File: config.mk
export PLATFORM = sky130hd
export DESIGN_NAME = program_loader
export DESIGN_NICKNAME = d
export VERILOG_FILES = /design/src/rtl/program_loader.sv
export SDC_FILE = /design/constraint.sdc
export NUM_CORES = 1
export LEC_CHECK = 0
export CAP_MARGIN = 25
export CORE_ASPECT_RATIO = 1.5
export CORE_MARGIN = 2
export CORE_UTILIZATION = 45
export DETAILED_ROUTE_END_ITERATION = 8
export GPL_TIMING_DRIVEN = 0
export PLACE_DENSITY = 0.79
export SYNTH_ARGS = -nofsm -noshare
export SYNTH_HDL_FRONTEND = slang
export SYNTH_SLANG_ARGS = --single-unit
File: constraint.sdc
create_clock -name clk -period 2.63 [get_ports clk]
set_input_delay 0.263 -clock clk [delete_from_list [all_inputs] [get_ports clk]]
set_output_delay 0.263 -clock clk [all_outputs]
set_load 0.01 [all_outputs]
File: src/rtl/program_loader.sv
// Byte-stream program loader: 16-bit count N, then N halfwords (low byte first), written to
// instruction memory from BASE_INDEX. Define PROGRAM_LOADER_CHECKSUM_EN for a trailing XOR check byte.
module program_loader #(
    parameter int unsigned BASE_INDEX = 10,
    parameter int unsigned MAX_INSTR  = 256
) (
    input  logic        clk,
    input  logic        reset,
    input  logic        start,
    input  logic        byte_valid,
    input  logic [7:0]  byte_data,
    output logic        byte_ready,
    output logic        download_program,
    output logic        program_write,
    output logic [31:0] instruction_index,
    output logic [15:0] program_in,
    output logic        busy,
    output logic        done,
    output logic        error
);

`ifdef PROGRAM_LOADER_CHECKSUM_EN
    typedef enum logic [2:0] {
        StIdle, StLenLo, StLenHi, StInstrLo, StInstrHi, StCheck, StDone, StError
    } state_e;
`else
    typedef enum logic [2:0] {
        StIdle, StLenLo, StLenHi, StInstrLo, StInstrHi, StDone, StError
    } state_e;
`endif

    localparam logic [31:0] MaxInstrW  = 32'(MAX_INSTR);
    localparam logic [31:0] BaseIndexW = 32'(BASE_INDEX);

    state_e      state_q, state_d;
    logic [7:0]  lo_q, lo_d;
    logic [15:0] len_q, len_d;
    logic [15:0] n_q, n_d;
    logic        pw_q, pw_d;
    logic [15:0] pin_q, pin_d;
    logic [31:0] idx_q, idx_d;
    logic        accept;

`ifdef PROGRAM_LOADER_CHECKSUM_EN
    logic [7:0]  cks_q, cks_d;
    logic        fail_q, fail_d;
`endif

    always_ff @(posedge clk or posedge reset) begin
        if (reset) begin
            state_q <= StIdle;
            lo_q    <= '0;
            len_q   <= '0;
            n_q     <= '0;
            pw_q    <= 1'b0;
            pin_q   <= '0;
            idx_q   <= BaseIndexW;
`ifdef PROGRAM_LOADER_CHECKSUM_EN
            cks_q   <= '0;
            fail_q  <= 1'b0;
`endif
        end else begin
            state_q <= state_d;
            lo_q    <= lo_d;
            len_q   <= len_d;
            n_q     <= n_d;
            pw_q    <= pw_d;
            pin_q   <= pin_d;
            idx_q   <= idx_d;
`ifdef PROGRAM_LOADER_CHECKSUM_EN
            cks_q   <= cks_d;
            fail_q  <= fail_d;
`endif
        end
    end

    always_comb begin
        busy = 1'b0;
        case (state_q)
            StLenLo, StLenHi, StInstrLo, StInstrHi: busy = 1'b1;
`ifdef PROGRAM_LOADER_CHECKSUM_EN
            StCheck:                                busy = 1'b1;
`endif
            default:                                busy = 1'b0;
        endcase
    end

    assign byte_ready        = busy;
    assign accept            = byte_valid & byte_ready;
    assign done              = (state_q == StDone);
    assign error             = (state_q == StError);
    assign program_write     = pw_q;
    assign program_in        = pin_q;
    assign instruction_index = idx_q;
`ifdef PROGRAM_LOADER_CHECKSUM_EN
    // A checksum failure keeps the CPU parked in download mode until restarted.
    assign download_program  = busy | (error & fail_q);
`else
    assign download_program  = busy;
`endif

    always_comb begin
        state_d = state_q;
        lo_d    = lo_q;
        len_d   = len_q;
        n_d     = n_q;
        pw_d    = 1'b0;
        pin_d   = pin_q;
        idx_d   = idx_q;
`ifdef PROGRAM_LOADER_CHECKSUM_EN
        cks_d   = cks_q;
        fail_d  = fail_q;
`endif
        case (state_q)
            StIdle, StDone, StError: begin
                if (start) begin
                    state_d = StLenLo;
                    n_d     = '0;
`ifdef PROGRAM_LOADER_CHECKSUM_EN
                    cks_d   = '0;
                    fail_d  = 1'b0;
`endif
                end
            end
            StLenLo: begin
                if (accept) begin
                    lo_d    = byte_data;
                    state_d = StLenHi;
                end
            end
            StLenHi: begin
                if (accept) begin
                    len_d = {byte_data, lo_q};
                    if (len_d == '0 || {16'd0, len_d} > MaxInstrW) begin
                        state_d = StError;
                    end else begin
                        state_d = StInstrLo;
                    end
                end
            end
            StInstrLo: begin
                if (accept) begin
                    lo_d    = byte_data;
`ifdef PROGRAM_LOADER_CHECKSUM_EN
                    cks_d   = cks_q ^ byte_data;
`endif
                    state_d = StInstrHi;
                end
            end
            StInstrHi: begin
                if (accept) begin
                    pw_d  = 1'b1;
                    pin_d = {byte_data, lo_q};
                    idx_d = BaseIndexW + {16'd0, n_q};
                    n_d   = n_q + 16'd1;
`ifdef PROGRAM_LOADER_CHECKSUM_EN
                    cks_d = cks_q ^ byte_data;
                    state_d = (n_d == len_q) ? StCheck : StInstrLo;
`else
                    state_d = (n_d == len_q) ? StDone : StInstrLo;
`endif
                end
            end
`ifdef PROGRAM_LOADER_CHECKSUM_EN
            StCheck: begin
                if (accept) begin
                    if (byte_data == cks_q) begin
                        state_d = StDone;
                    end else begin
                        state_d = StError;
                        fail_d  = 1'b1;
                    end
                end
            end
`endif
            default: state_d = StIdle;
        endcase
    end

endmodule

==> reports/qor.csv, run 1 <==
stage,metric,value,unit
power,Max rail drop VDD,581,uV
global_route,maximum number of pins on one net before global-route repair,53,
clock_network,H-Tree Depth,3,
flow_run,Max Cap Viol,0,
global_route,global-route wire length before repair,15.9,mm
logic_synthesis,Netlist Area Pre-Place,4190,um2
global_route,initial antenna violation count,0,
timing,Tcrit/Tclk final,93.0,%
floorplanning,Initial Utilization,45.8,%
placed_design,HPWL reported at the end of detailed placement,7.05,mm
hold_path,HP Class,in2async,
timing,Final min period,2450,ps
clock_network,Num CTS Buffers,9,
routing,post-route ant nets,0,
logic_synthesis,Synth area leaders,"dfrtp_1 45%, nand2_1 7.8%, mux2_2 6.7%",
routing,DRC,0,
outcome,outcome,completed,
timing,Worst-Margin Slew,685,ps
clock_network,PostCTS Resize Cnt,0,
critical_path,CP startpoint kind,register,
floorplanning,core area,9150,um2
clock_network,Post-CTS Repair Setup Buffers,0,
logic_synthesis,"area leader, netlist",dfrtp_1,
critical_path,CP Data Required Time,2850,ps
critical_path,crit path capture type,register,
cells_and_area,final core utilization,57.3,%
routing,DRT iter0 DRCs,223,
timing,final setup fails,0,
placed_design,Placer Congestion,0.893,
floorplanning,Core Rows,43,
global_route,vias in the first global route,3261,
floorplanning,Die X,82.8,um
critical_path,"slowest stage delay, CP",500,ps
routing,routed len/inst,15.2,um
power,leakage power,2.35,nW
cells_and_area,Fillers,814,
critical_path,critical path class,reg2reg,
logic_synthesis,"Top FF cell, synth",dfrtp_1,
cells_and_area,antenna cells,0,
timing,worst hold margin,259,ps
cells_and_area,Final nets,530,
critical_path,CP max FO,9,
global_route,gr ovfl total,0,
clock_network,clock tree buffer depth,2,
timing,fin. max-slew vios,0,
timing,skew final,5.66,ps
critical_path,cell chain of the critical path,ha_1 -> nand3_4 -> nor4_1 -> xnor2_1 -> o211ai_1 -> or3_1 -> o22a_1,
cells_and_area,Syn-to-layout area delta,25.0,%
logic_synthesis,Yosys top cell area share,44.8,%
logic_synthesis,average size of a mapped cell,9.50,um2
power,Pwr Density,941,nW/um2
timing,"Hold Vio Cnt, Final",0,
timing,fmax,409,MHz
floorplanning,I/O pins,66,
critical_path,"Arr. time, crit path",2670,ps
routing,drt first pass iters,4,
clock_network,Clock transition at path regs,60,ps
clock_network,# hold bufs at CTS,0,
power,PnR Total Power,0.00493,W
floorplanning,die area,10100,um2
clock_network,CTS tree,yes,
placed_design,Buffers on Ports,49,
cells_and_area,layout cells sized above 1,17.5,%
logic_synthesis,sequential element share of the synthesized area,46.0,%
clock_network,Root Buffer,clkbuf_16,
clock_network,clock sinks,77,
logic_synthesis,Post-Synthesis Cells,441,
clock_network,Worst-Skew Late Latency,340,ps
logic_synthesis,number of enable flip-flop cells after synthesis,0,
floorplanning,die height,122,um
timing,Worst slew margin,54.3,%
routing,total detailed-routing wirelength,9.63,mm
timing,RSZ-0062 raised after global routing,no,
logic_synthesis,asr flop ratio synth,100,%
logic_synthesis,Synth Warn #,0,
routing,post-DR vias/cell,5.24,
logic_synthesis,number of library cell types mapped by synthesis,56,
critical_path,Slowest cell on crit path,nor4_1,
routing,via count,3315,
logic_synthesis,#FFs+latches synth,77,
global_route,GRT Total Usage,19.8,%
[layout make-up]
cell class                      instances  area [um2]  share of cell area (%)
Buffer                                 48         285                    5.45
Clock buffer                           10         239                    4.56
Clock inverter                          6        93.8                    1.79
Inverter                                6        25.0                   0.478
Multi-Input combinational cell        324        2010                    38.3
Sequential cell                        77        1930                    36.8
Tap cell                              112         140                    2.68
Timing Repair Buffer                   50         518                    9.89
[registers in the layout, indices dropped and copies added (netlist names)]
name               cells
instruction_index     17
len_q                 16
lo_q                   8
n_q                   16
program_in            16
program_write          1
state_q                3
[per-stage QoR]
stage | worst slack (ps) | TNS, ps | std cells | area, um2
final | 183 | 0 | 633 | 5240
after global routing | 44.6 | 0 | 633 | 5240
after CTS | 147 | 0 | 633 | 5240
after detailed placement | 173 | 0 | 617 | 4900
after global placement | -794 | -59340 | 616 | 4870
after floorplan | 404 | 0 | 455 | 4240
[Yosys cell counts (all sizes together) (4+ instances only)]
library cell,count
nor4,5
o41ai,4
a21oi,9
a31oi,5
dfrtp,75
o21ai,43
nor2,20
xnor2,20
nand2,88
mux2,26
clkbuf,14
buf,34
nand3,15
nor3,10
o31ai,4
inv,5
and3,9
or3,6
xor2,18
nand4,5
[cells by family after synthesis]
group | Yosys count | share of synthesized area (%)
xor+xnor | 38 | 8.12
simple gates | 167 | 20.0
compound gates | 74 | 10.4
fa+ha+maj | 2 | 0.597
other cells | 1 | 0.0895
mux | 28 | 7.46
buf+inv | 54 | 7.34
flops | 77 | 46.0
[report_power, final]
group | internal (W) | switching, W | total, W
registers | 0.00156 | 0.000294 | 0.00185
logic | 0.000897 | 0.000802 | 0.00170
clock network | 0.000865 | 0.000509 | 0.00137
total | 0.00332 | 0.00161 | 0.00493
[critical path, delay by kind of cell, from the launching register on]
kind / cells / cell delay [ps]
fa+ha+maj: 1 / 330
simple gates: 3 / 1050
flops: 1 / 420
xor+xnor: 1 / 190
compound gates: 2 / 330
[per-layer routing]
| metal | share of wire [%] | up-vias | track usage [%] |
|---|---|---|---|
| met5 | 0 | - | 0 |
| met4 | 2.9 | 0 | 10.5 |
| met3 | 3.6 | 23 | 2.10 |
| met2 | 52 | 102 | 35.3 |
| met1 | 42 | 1561 | 23.6 |
| li1 | - | 1629 | - |
[final timing paths]
path,start,cells after the start,slack (ps),end
setup / recovery,n_q[1],7,180,state_q[1]
hold / removal,reset,2,260,state_q[2]
setup reg to reg,n_q[1],7,180,state_q[1]
hold reg to reg,program_in[14],2,470,program_in[14]
max in group asynchronous,reset,3,1740,instruction_index[1]
min in group clk,byte_valid,4,410,state_q[0]
[cell usage in the layout (no fill, tap or decap), types with 3 or more instances in the layout]
cell             synthesis  routed
a31oi_1                  5       5
o31ai_1                  4       4
o21ai_0                 41      41
and3_1                   5       5
xnor2_1                 20      20
nand3_1                 12      12
mux2_2                  25      25
nand4_1                  3       3
a21oi_1                  9       9
dfrtp_1                 75      75
clkbuf_16                0       9
nor2_1                  19      19
nor3_1                   9       9
conb_1                   1      15
clkbuf_1                14      14
nor4_1                   5       5
xor2_1                  17      17
buf_4                   21      21
inv_1                    4       3
and3_2                   3       3
or3_1                    6       6
nand2_1                 87      87
buf_2                    9       9
clkdlybuf4s50_1          0      49
o41ai_1                  4       4
No activity file was read; power rests on OpenSTA's default activity.
==> run 2, diff against run 1 <==
--- a/config.mk
+++ b/config.mk
@@ -12,6 +12,7 @@
 export DETAILED_ROUTE_END_ITERATION = 8
 export GPL_TIMING_DRIVEN = 0
 export PLACE_DENSITY = 0.79
+export SKIP_CTS_REPAIR_TIMING = 1
 export SYNTH_ARGS = -nofsm -noshare
 export SYNTH_HDL_FRONTEND = slang
 export SYNTH_SLANG_ARGS = --single-unit
==> results of run 2 <==
The final DEF is identical to that of run 1; final timing and power are the same.
==> run 3, diff against run 2 <==
--- a/config.mk
+++ b/config.mk
@@ -5,6 +5,7 @@
 export SDC_FILE = /design/constraint.sdc
 export NUM_CORES = 1
 export LEC_CHECK = 0
+export ABC_AREA = 1
 export CAP_MARGIN = 25
 export CORE_ASPECT_RATIO = 1.5
 export CORE_MARGIN = 2
==> reports/qor.csv, run 3 <==
stage,metric,value,unit
outcome,outcome,completed,
logic_synthesis,sequential element share of the synthesized area,47.1,%
timing,Worst-Margin Slew,828,ps
logic_synthesis,Synth area leaders,"dfrtp_1 46%, nand2_1 14%, o21ai_0 7.7%",
logic_synthesis,post-synthesis xor/xnor area fraction,2.99,%
timing,fin. max-slew vios,0,
logic_synthesis,multiplexer area fraction after synthesis,0,%
placed_design,Buffers on Ports,50,
critical_path,CP startpoint kind,register,
critical_path,Bufs and invs on worst path,4,
logic_synthesis,Yosys top cell area share,45.8,%
cells_and_area,max reg flops,17,
timing,Tcrit/Tclk final,85.4,%
placed_design,HPWL reported at the end of detailed placement,7.65,mm
logic_synthesis,asr flop ratio synth,100,%
floorplanning,core area,8830,um2
timing,Worst slew margin,44.3,%
logic_synthesis,Post-Synth Adder-Cell Area,0.611,%
cells_and_area,final core utilization,57.6,%
timing,RSZ-0062 raised after global routing,no,
clock_network,clock sinks,77,
logic_synthesis,#FFs+latches synth,77,
floorplanning,Initial Utilization,46.4,%
clock_network,Clock transition at path regs,50,ps
critical_path,cell chain of the critical path,nor2_1 -> inv_1 -> nor2_1 -> nor2_1 -> inv_1 -> buf_4 -> clkdlybuf4s50_1,
clock_network,CTS tree,yes,
critical_path,crit path launch,state_q[0],
critical_path,Slowest cell on crit path,clkdlybuf4s50_1,
timing,Final min period,2250,ps
global_route,GRT Total Usage,21.9,%
global_route,maximum number of pins on one net before global-route repair,52,
floorplanning,die height,121,um
power,Max rail drop VDD,513,uV
global_route,GR Util met3,3.79,%
routing,drt first pass iters,5,
power,leakage power,2.51,nW
cells_and_area,"commonest non-fill, non-tap cell in the layout",nand2_1,
power,Pwr Density,960,nW/um2
critical_path,CP most frequent cell,nor2_1,
routing,via count,3604,
global_route,gr ovfl total,0,
cells_and_area,Syn-to-layout area delta,24.2,%
hold_path,HP Class,in2async,
routing,post-route ant nets,0,
routing,DRC,0,
routing,DRT iter0 DRCs,244,
cells_and_area,antenna cells,0,
cells_and_area,fin cells,718,
floorplanning,I/O pins,66,
timing,Setup WS post-layout,384,ps
logic_synthesis,average size of a mapped cell,7.77,um2
timing,final setup fails,0,
global_route,most used routing layer,met2,
cells_and_area,Multi-input gate area,1800,um2
critical_path,crit path capture type,output pin,
logic_synthesis,"Top FF cell, synth",dfrtp_1,
cells_and_area,Final nets,617,
logic_synthesis,number of library cell types mapped by synthesis,37,
clock_network,Root Buffer,clkbuf_16,
global_route,global-route wire length before repair,16.3,mm
critical_path,CP max FO,7,
cells_and_area,most frequent cells in the layout,"156 x nand2_1, 75 x dfrtp_1, 63 x o21ai_0",
floorplanning,Core Rows,42,
global_route,vias in the first global route,3453,
cells_and_area,Fillers,819,
global_route,GR Layer Usage met2,36.8,%
placed_design,"worst slack, placed",455,ps
global_route,GR Layer Usage met1,25.0,%
placed_design,Placed Cells,702,
routing,post-DR vias/cell,5.02,
routing,routed len/inst,13.9,um
timing,"Hold Vio Cnt, Final",0,
flow_run,Max Cap Viol,0,
clock_network,Num CTS Buffers,9,
cells_and_area,Seq. cell area,1930,um2
logic_synthesis,main combinational cell family by area after synthesis,simple AND/OR/NAND/NOR gates,
critical_path,CP Data Required Time,2370,ps
floorplanning,die area,9900,um2
clock_network,clock tree buffer depth,2,
cells_and_area,layout cells sized above 1,9.38,%
logic_synthesis,"area leader, netlist",dfrtp_1,
critical_path,"Largest delay share family, worst path",buffers and inverters,
critical_path,"Arr. time, crit path",1980,ps
logic_synthesis,most instantiated library cell after synthesis,nand2_1,
power,PnR Total Power,0.00488,W
routing,total detailed-routing wirelength,9.97,mm
clock_network,H-Tree Depth,3,
global_route,initial antenna violation count,0,
logic_synthesis,Netlist Area Pre-Place,4100,um2
logic_synthesis,Simple-Gate Fraction of Synth Area,28.2,%
critical_path,critical path class,reg2out,
floorplanning,Die X,81.9,um
logic_synthesis,Compound-Gate Fraction of Synth Area,10.8,%
placed_design,Placer Congestion,0.855,
critical_path,"slowest stage delay, CP",520,ps
logic_synthesis,Synth Warn #,0,
critical_path,FF-to-FF Start,n_q[0],
clock_network,Worst-Skew Late Latency,340,ps
logic_synthesis,Post-Synthesis Cells,527,
logic_synthesis,Synth top cells by count,"156 x nand2_1, 75 x dfrtp_1, 63 x o21ai_0",
timing,skew final,9.36,ps
timing,fmax,445,MHz
logic_synthesis,number of enable flip-flop cells after synthesis,0,
run 3: worst register-to-register path, cell delays in order (launching register included):
cell,delay (ps)
dfrtp_1,480
ha_1,250
nand3_1,120
nor2_1,290
nand2_1,150
nand3b_1,130
nand2_1,60
nor2_1,100
nand2_1,60
nor2_2,130
nand3_1,100
nand2_1,70
nand2_1,60
nand2_1,50
nand2_1,50
run 3: area by class of cell:
| type | instances | area share (%) |
|---|---|---|
| Clock inverter | 4 | 0.467 |
| Sequential cell | 77 | 37.9 |
| Multi-Input combinational cell | 371 | 35.4 |
| Inverter | 63 | 4.75 |
| Timing Repair Buffer | 51 | 10.4 |
| Buffer | 30 | 3.52 |
| Clock buffer | 12 | 4.85 |
| Tap cell | 110 | 2.71 |
run 3: report_power, final:
group | switching [W] | leakage [nW] | internal (W)
registers | 0.000282 | 1.01 | 0.00160
logic | 0.00101 | 1.37 | 0.000868
clock network | 0.000464 | 0.136 | 0.000661
run 3: cells by family (layout without fill, tap and decap cells):
family | after synthesis | in the layout
and+or+nand+nor | 258 | 258
buffers and inverters | 93 | 160
AOI/OAI and AO/OA | 82 | 82
DFF | 77 | 77
xor gates and xnor gates | 14 | 14
adders and majority gates | 2 | 2
other | 1 | 15
run 3: final timing paths:
| path | cells after the start | endpoint | slack [ps] |
|---|---|---|---|
| setup / recovery | 7 | byte_ready | 380 |
| hold / removal | 2 | program_in[7] | 260 |
| setup reg to reg | 14 | state_q[1] | 390 |
| hold reg to reg | 2 | instruction_index[7] | 480 |
| max in group asynchronous | 3 | instruction_index[3] | 1770 |
| min in group clk | 2 | instruction_index[7] | 480 |
run 3: metrics by stage:
step | hold slack, ps | setup TNS (ps) | area [um2]
6_report | 264 | 0 | 5090
5_1_grt | 311 | 0 | 5090
3_3_place_gp | 461 | -59020 | 4790
3_5_place_dp | 471 | 0 | 4820
2_1_floorplan | 439 | 0 | 4150
4_1_cts | 266 | 0 | 5090
run 3: metal layers:
metal  vias up  part of all wire (%)
met4         0                   4.2
li1       1815                     -
met5         -                     0
met1      1662                    39
met3        24                   4.2
met2       103                    53
